File: config.mk
export PLATFORM = sky130hd
export DESIGN_NAME = alu_seq_ctrl
export DESIGN_NICKNAME = d
export VERILOG_FILES = /design/src/rtl/alu_seq_ctrl.sv
export SDC_FILE = /design/constraint.sdc
export NUM_CORES = 1
export LEC_CHECK = 0
export ABC_CLOCK_PERIOD_IN_PS = 4880
export CORE_MARGIN = 1.5
export CORE_UTILIZATION = 35
export DETAILED_ROUTE_END_ITERATION = 8
export GPL_ROUTABILITY_DRIVEN = 0
export GPL_TIMING_DRIVEN = 0
export PLACE_DENSITY = 0.7
export REMOVE_ABC_BUFFERS = 1
export SKIP_CTS_REPAIR_TIMING = 1
export SLEW_MARGIN = 30
export SYNTH_ARGS = -nofsm -noshare
export SYNTH_HDL_FRONTEND = slang
export SYNTH_SLANG_ARGS = --single-unit
File: constraint.sdc
create_clock -name clk -period 4.88 [get_ports clk]
set_input_delay 0.732 -clock clk [delete_from_list [all_inputs] [get_ports clk]]
set_output_delay 0.732 -clock clk [all_outputs]
set_load 0.02 [all_outputs]
File: src/rtl/alu_seq_ctrl.sv
// Command sequencer in front of a shared 32-bit combinational ALU.
// Single ops take one ALU pass; MUL (shift-add) and DIVU/REMU (restoring) iterate ADD/SUB.
`timescale 1ns/1ps
module alu_seq_ctrl #(
    parameter int DATA_W         = 32,
    parameter bit MUL_EARLY_EXIT = 1'b0
) (
    input  logic              clk,
    input  logic              reset,
    input  logic              cmd_valid,
    output logic              cmd_ready,
    input  logic [2:0]        cmd_op,
    input  logic [DATA_W-1:0] cmd_a,
    input  logic [DATA_W-1:0] cmd_b,
    output logic              rsp_valid,
    input  logic              rsp_ready,
    output logic [DATA_W-1:0] rsp_result,
    output logic              rsp_zero,
    output logic              rsp_err,
    output logic [DATA_W-1:0] alu_x,
    output logic [DATA_W-1:0] alu_y,
    output logic [2:0]        alu_op,
    input  logic [DATA_W-1:0] alu_r,
    input  logic              alu_zero
);

    localparam logic [2:0] S_IDLE = 3'd0;
    localparam logic [2:0] S_EXEC = 3'd1;
    localparam logic [2:0] S_MUL  = 3'd2;
    localparam logic [2:0] S_DIV  = 3'd3;
    localparam logic [2:0] S_DONE = 3'd4;

    localparam logic [2:0] ALU_AND = 3'b000;
    localparam logic [2:0] ALU_OR  = 3'b001;
    localparam logic [2:0] ALU_ADD = 3'b010;
    localparam logic [2:0] ALU_SUB = 3'b110;

    logic [2:0]        state;
    logic [2:0]        op_q;
    logic [DATA_W-1:0] acc_q;   // MUL accumulator / DIV partial remainder
    logic [DATA_W-1:0] sh_q;    // operand A: multiplicand / quotient shifter
    logic [DATA_W-1:0] mp_q;    // operand B: multiplier / divisor
    logic [4:0]        cnt_q;

    logic [DATA_W:0]   rs;
    logic              div_ge;
    logic [DATA_W-1:0] div_rem;
    logic [DATA_W-1:0] div_q;
    logic [DATA_W-1:0] mul_acc;
    logic              mul_last;

    assign cmd_ready = (state == S_IDLE);
    assign rsp_valid = (state == S_DONE);

    // rem < divisor always holds, so 32 stored bits suffice; rs keeps the 33rd for the compare
    assign rs       = {acc_q, sh_q[DATA_W-1]};
    assign div_ge   = (rs >= {1'b0, mp_q});
    assign div_rem  = div_ge ? alu_r : rs[DATA_W-1:0];
    assign div_q    = {sh_q[DATA_W-2:0], div_ge};
    assign mul_acc  = mp_q[0] ? alu_r : acc_q;
    assign mul_last = (cnt_q == 5'd31) || (MUL_EARLY_EXIT && (mp_q[DATA_W-1:1] == '0));

    always_comb begin
        alu_x  = '0;
        alu_y  = '0;
        alu_op = ALU_AND;
        case (state)
            S_EXEC: begin
                if (!op_q[2]) begin
                    alu_x = sh_q;
                    alu_y = mp_q;
                    case (op_q[1:0])
                        2'd0:    alu_op = ALU_AND;
                        2'd1:    alu_op = ALU_OR;
                        2'd2:    alu_op = ALU_ADD;
                        default: alu_op = ALU_SUB;
                    endcase
                end
            end
            S_MUL: begin
                alu_x  = acc_q;
                alu_y  = sh_q;
                alu_op = ALU_ADD;
            end
            S_DIV: begin
                if (div_ge) begin
                    alu_x  = rs[DATA_W-1:0];
                    alu_y  = mp_q;
                    alu_op = ALU_SUB;
                end
            end
            default: ;
        endcase
    end

    always_ff @(posedge clk or posedge reset) begin
        if (reset) begin
            state      <= S_IDLE;
            op_q       <= '0;
            acc_q      <= '0;
            sh_q       <= '0;
            mp_q       <= '0;
            cnt_q      <= '0;
            rsp_result <= '0;
            rsp_zero   <= 1'b0;
            rsp_err    <= 1'b0;
        end else begin
            case (state)
                S_IDLE: begin
                    if (cmd_valid) begin
                        op_q  <= cmd_op;
                        sh_q  <= cmd_a;
                        mp_q  <= cmd_b;
                        acc_q <= '0;
                        cnt_q <= '0;
                        if (cmd_op == 3'd4) begin
                            state <= S_MUL;
                        end else if (cmd_op == 3'd5 || cmd_op == 3'd6) begin
                            if (cmd_b == '0) begin
                                rsp_result <= (cmd_op == 3'd5) ? '1 : cmd_a;
                                rsp_zero   <= (cmd_op == 3'd6) && (cmd_a == '0);
                                rsp_err    <= 1'b1;
                                state      <= S_DONE;
                            end else begin
                                state <= S_DIV;
                            end
                        end else begin
                            state <= S_EXEC;
                        end
                    end
                end
                S_EXEC: begin
                    if (op_q[2]) begin
                        rsp_result <= '0;
                        rsp_zero   <= 1'b1;
                        rsp_err    <= 1'b1;
                    end else begin
                        rsp_result <= alu_r;
                        rsp_zero   <= alu_zero;
                        rsp_err    <= 1'b0;
                    end
                    state <= S_DONE;
                end
                S_MUL: begin
                    acc_q <= mul_acc;
                    sh_q  <= {sh_q[DATA_W-2:0], 1'b0};
                    mp_q  <= {1'b0, mp_q[DATA_W-1:1]};
                    cnt_q <= cnt_q + 5'd1;
                    if (mul_last) begin
                        rsp_result <= mul_acc;
                        rsp_zero   <= (mul_acc == '0);
                        rsp_err    <= 1'b0;
                        state      <= S_DONE;
                    end
                end
                S_DIV: begin
                    acc_q <= div_rem;
                    sh_q  <= div_q;
                    cnt_q <= cnt_q + 5'd1;
                    if (cnt_q == 5'd31) begin
                        rsp_result <= (op_q == 3'd6) ? div_rem : div_q;
                        rsp_zero   <= ((op_q == 3'd6) ? div_rem : div_q) == '0;
                        rsp_err    <= 1'b0;
                        state      <= S_DONE;
                    end
                end
                S_DONE: begin
                    if (rsp_ready) begin
                        state <= S_IDLE;
                    end
                end
                default: state <= S_IDLE;
            endcase
        end
    end

endmodule

Word level (Yosys, flattened, before mapping)
Index checks and enable logic that the tools add are counted.
W data, S select, Z words.
Word-level totals
  input bits: 104
  output and inout port bits: 103
  register bits: 141
  logic and storage cells: 103
Operators by class
  $lt $le $gt $ge: 1
  reduce and logical (&&, ||, !) cells: 21
  add/sub/neg operators: 1
  equal/unequal tests: 19
  muxes and demuxes: 52
Operator list (count)
  $mux W32: 18
  $pmux W32 S3: 4
  $logic_not A32 Y1: 4
  $pmux W32 S4: 1
  $pmux W32 S2: 1
  $ge A33 B32 Y1: 1
  $mux W3: 8
  $pmux W3 S3: 2
  $eq A3 B3 Y1 const B: 5
  $mux W1: 13
  $pmux W3 S4: 1
  $pmux W5 S2: 1
  $ne A2 B1 Y1 const B: 4
  $ne A2 B2 Y1 const B: 4
  $reduce_and A2 Y1: 4
  $reduce_and A7 Y1: 1
  $eq A3 B2 Y1 const B: 2
  $reduce_and A6 Y1: 1
  $reduce_bool A3 Y1: 2
  $add A5 B1 Y5 const B: 1
  $eq A5 B5 Y1 const B: 1
  $mux W5: 1
  $pmux W1 S4: 1
  $reduce_bool A2 Y1: 2
  11 further kinds: 11

Longest topological paths before layout
Gate-level depths: netlist of run 1.
  depth in word-level cells: 7
  depth in mapped cells: 14
  gate-level depth less buffers: 12

Worst setup path before layout of run 1
Ideal clock, no wire load.
  path type: reg-to-output
  start: register acc_q[29]
  end: output port alu_y[31]
  data required time: 4.148 ns
  cell stages (with the launch flop): 12
  path slack: 1.148 ns
  buffers on the path: 2
  arrival time: 3.000 ns
  cell sequence: dfrtp_1 > ha_1 > nand4b_4 > or4_4 > nor4_4 > a21oi_1 > nor2_1 > or2_2 > clkbuf_1 > buf_2 > nand2_1 > o21ai_0
On the way
  longest elaborated chain between the ends: 3
RTL lines
  start: declaration: line 40  | logic [DATA_W-1:0] acc_q;
  start signal: assignment: line 145  | acc_q <= mul_acc;
  start signal: assignment: line 157  | acc_q <= div_rem;
  $ge A33 B32 Y1: line 57  | assign div_ge = (rs >= {1'b0, mp_q});
  $mux W32: line 86  | if (div_ge) begin
  $pmux W32 S3: line 67  | case (state)
  end: declaration: line 21  | output logic [DATA_W-1:0] alu_y,
No other way between the ends.

Worst setup path in the final report of run 1
  start: register acc_q[15]
  end: output port alu_x[31]
On the way
  longest elaborated chain between the ends: 3
RTL lines
  $ge A33 B32 Y1: line 57
  $mux W32: line 86
  $pmux W32 S3: line 67
  end: declaration: line 20  | output logic [DATA_W-1:0] alu_x,
No other way between the ends.

==> results of run 1 <==
==> worst register-to-register path, cell delays in order, from the launching register on <==
cell       delay, ns
dfrtp_1         0.48
ha_1            0.38
a21o_1          0.18
a211oi_1        0.45
o2111ai_4       0.36
buf_4           0.27
buf_16          0.16
a21o_2          0.46
a211oi_1        0.58
o22ai_1         0.21
nor4_1          0.50
nand4_1         0.28
a41oi_2         0.26
==> report_power, final <==
group          total, mW  internal, mW  switching [mW]
clock               1.31         0.785           0.524
combinational       6.18          2.53            3.65
sequential          2.58          1.76           0.823
==> logic make-up after synthesis <==
logic type	synth area share, %
compound gates	33.3
xor+xnor	0.277
fa+ha+maj	4.48
buf+inv	9.44
flops	37.2
mux	0.119
simple gates	15.2
==> placed cells by master, fill, tap and decap left out, types with 3 or more instances in the layout <==
cell type,instances
nor3_1,39
dfrtp_1,138
nand3_1,4
nand2b_1,4
nor4_1,31
clkbuf_16,17
xor2_1,3
nand2_1,124
clkbuf_8,3
nor2_4,4
clkbuf_1,3
o21ai_0,47
nor2_1,78
a221o_1,31
a22oi_1,6
o22ai_1,79
a21oi_1,17
ha_1,34
buf_4,13
dlymetal6s2s_1,32
a222oi_1,62
buf_12,7
buf_6,6
a22o_1,31
clkinv_2,6
nand4_1,9
a211oi_1,64
a31oi_1,63
a21o_1,3
inv_1,128
clkdlybuf4s50_1,174
buf_16,10
==> per-stage QoR <==
stage | std cells | setup WS (ns) | power, mW
5_1_grt | 1669 | 0.00339 | 10.6
2_1_floorplan | 1051 | -0.743 | 5.76
6_report | 1669 | 0.0127 | 10.1
3_3_place_gp | 1598 | -3.94 | 7.91
4_1_cts | 1653 | -1.42 | 9.72
3_5_place_dp | 1622 | -0.940 | 8.39
==> registers in the layout (all words and copies together) (netlist names) <==
name / cells
rsp_err: 1
op_q: 3
acc_q: 32
cnt_q: 5
rsp_zero: 1
state: 3
mp_q: 32
rsp_result: 32
sh_q: 32
==> final cells by class <==
cell class,instances,area [um2]
Tap cell,341,427
Clock inverter,8,90.1
Multi-Input combinational cell,783,5240
Timing Repair Buffer,244,2750
Sequential cell,141,3530
Fill cell,2483,13800
Inverter,129,492
Clock buffer,23,478
==> per-layer routing <==
metal	vias to the layer above	global-route usage, %
li1	4739	-
met2	791	44.2
met3	129	6.43
met5	-	0
met4	2	11.4
met1	5087	36.7
==> how the worst min path moves through the flow <==
stage | depth (start not counted) | start | to | slack [ns]
CTS | 2 | rsp_result[7]$_DFFE_PP0P_ | rsp_result[7]$_DFFE_PP0P_ | 0.49
finish | 2 | rsp_result[7]$_DFFE_PP0P_ | rsp_result[7]$_DFFE_PP0P_ | 0.48
global placement | 2 | rsp_result[3]$_DFFE_PP0P_ | rsp_result[3]$_DFFE_PP0P_ | 0.46
global route | 2 | rsp_result[26]$_DFFE_PP0P_ | rsp_result[26]$_DFFE_PP0P_ | 0.51
detailed placement | 2 | rsp_result[7]$_DFFE_PP0P_ | rsp_result[7]$_DFFE_PP0P_ | 0.47
floorplan | 1 | cnt_q[0]$_DFFE_PP0P_ | cnt_q[0]$_DFFE_PP0P_ | 0.49
==> reports/results.ini, run 1 <==
[sta]
clock_skew_ns = 0.00956
report.final.slew_viol_count = 0
rsz0062_at_grt = false
post-route-min-period_ns = 4.87
whs_ns = 0.481
worstMarginPinSlew_ns = 1.04
hold_viol_final = 0
setup_viol = 0
max_freq_ghz = 0.205
slew_headroom_pct = 30.3
fin_crit_sh_pct = 99.7
setup_tns_ns = 0

[route]
drc = 1
wire_per_inst_um = 24.4
routed.top_layer = met5
final_antenna_net_count = 0
dr_total_vias = 10700
avgViaCountPerCell = 6.44
wl_met2_um = 18400
wl_met1_um = 15800
wirelength_um = 40700
wl_met3_um = 4700
first_iter_violations = 2026
drtPass1Iterations = 9

[floorplan]
core-area_um2 = 26800
start_util_pct = 35.4
die_h_um = 168
die_x_um = 168
io_pins = 207
dieArea_um2 = 28100
num_rows = 60

[synth]
synth-seq-area-share_pct = 37.2
synth_edf_count = 0
async_flop_share_pct = 100
synthDistinctLibCells = 49
synthTopCellsByCount = dfrtp_1, inv_1, nand2_1, nor2_1, o22ai_1
synth_top_area_cell = dfrtp_1
synth_area_um2 = 9490
yosysTopAreaCellShare_pct = 37.2
ys_ff_latch = 141
ys_warn_count = 0
syn_inst = 1155
yosysMostFrequentCell = dfrtp_1
syn_area_per_cell_um2 = 8.21
ys.flop_type = dfrtp_1
synth_area_leaders = dfrtp_1, a222oi_1, o22ai_1

[setup_path]
cp-startpoint = acc_q[15]$_DFFE_PP0P_
rrSetupSlack_ns = 0.21
r2r_start = acc_q[29]$_DFFE_PP0P_
crit_family = compound AO/OA/AOI/OAI gates
worstPathRequired_ns = 4.15
crit_cells = 11
path_buf_inv = 3
reg2reg_depth = 12
cp-endpoint = alu_x[31]
path_class = flop to output port
start_kind = flop
crit_fanout = 22
cpMaxStageDelayCell = clkdlybuf4s50_1
slowest_delay_ns = 0.55
worstPathCellList = ha_1 > a21o_1 > a311oi_2 > o21ai_2 > a211o_4 > a21oi_4 > nor2_4 > buf_16 > a222oi_1 > inv_1 > clkdlybuf4s50_1
cp-end-kind = output port
cp.arrival_ns = 4.14
r2r-end = rsp_zero$_DFFE_PP0P_

[power]
p_leak_nw = 6.13
max-vdd-ir-drop_mv = 0.333
p_per_area_nw_per_um2 = 774

[clock_tree]
clk_latency_ns = 0.43
cts_buffers = 17
cts_sinks = 141
clockBufferDepth = 2
cts_tree = built
clk_pin_slew_worst_paths_ns = 0.06
htreeDepth = 4
cts_root_buf = clkbuf_16

[layout]
drive_gt1_share_pct = 7.76
nNetsFinal = 1454
n_antenna_cell = 0
post-route-util_pct = 48.6
synthToLayoutAreaGrowth_pct = 37.2
design_area_um2 = 13000

[global_routing]
grt_pass1_vias = 10400
grt_max_degree = 87
antenna_found_initial = 0
grt_pass1_wl_um = 61100
track_usage_pct = 27.9
overflow = 0

[job]
maxCapViolCount = 0

[worst_hold_path]
hold_path_class = flop to flop

[place]
dp_hpwl_um = 27900
port_buffers = 206
placed_area_um2 = 12100

[outcome]
outcome = finished with violations
violations = DRC

No activity file was read; power rests on OpenSTA's default activity.
==> run 2, diff against run 1 <==
Settings changed: HOLD_SLACK_MARGIN set to 0.1.
==> results of run 2 <==
Same layout as run 1: the final DEF is identical, and so are final timing and power.
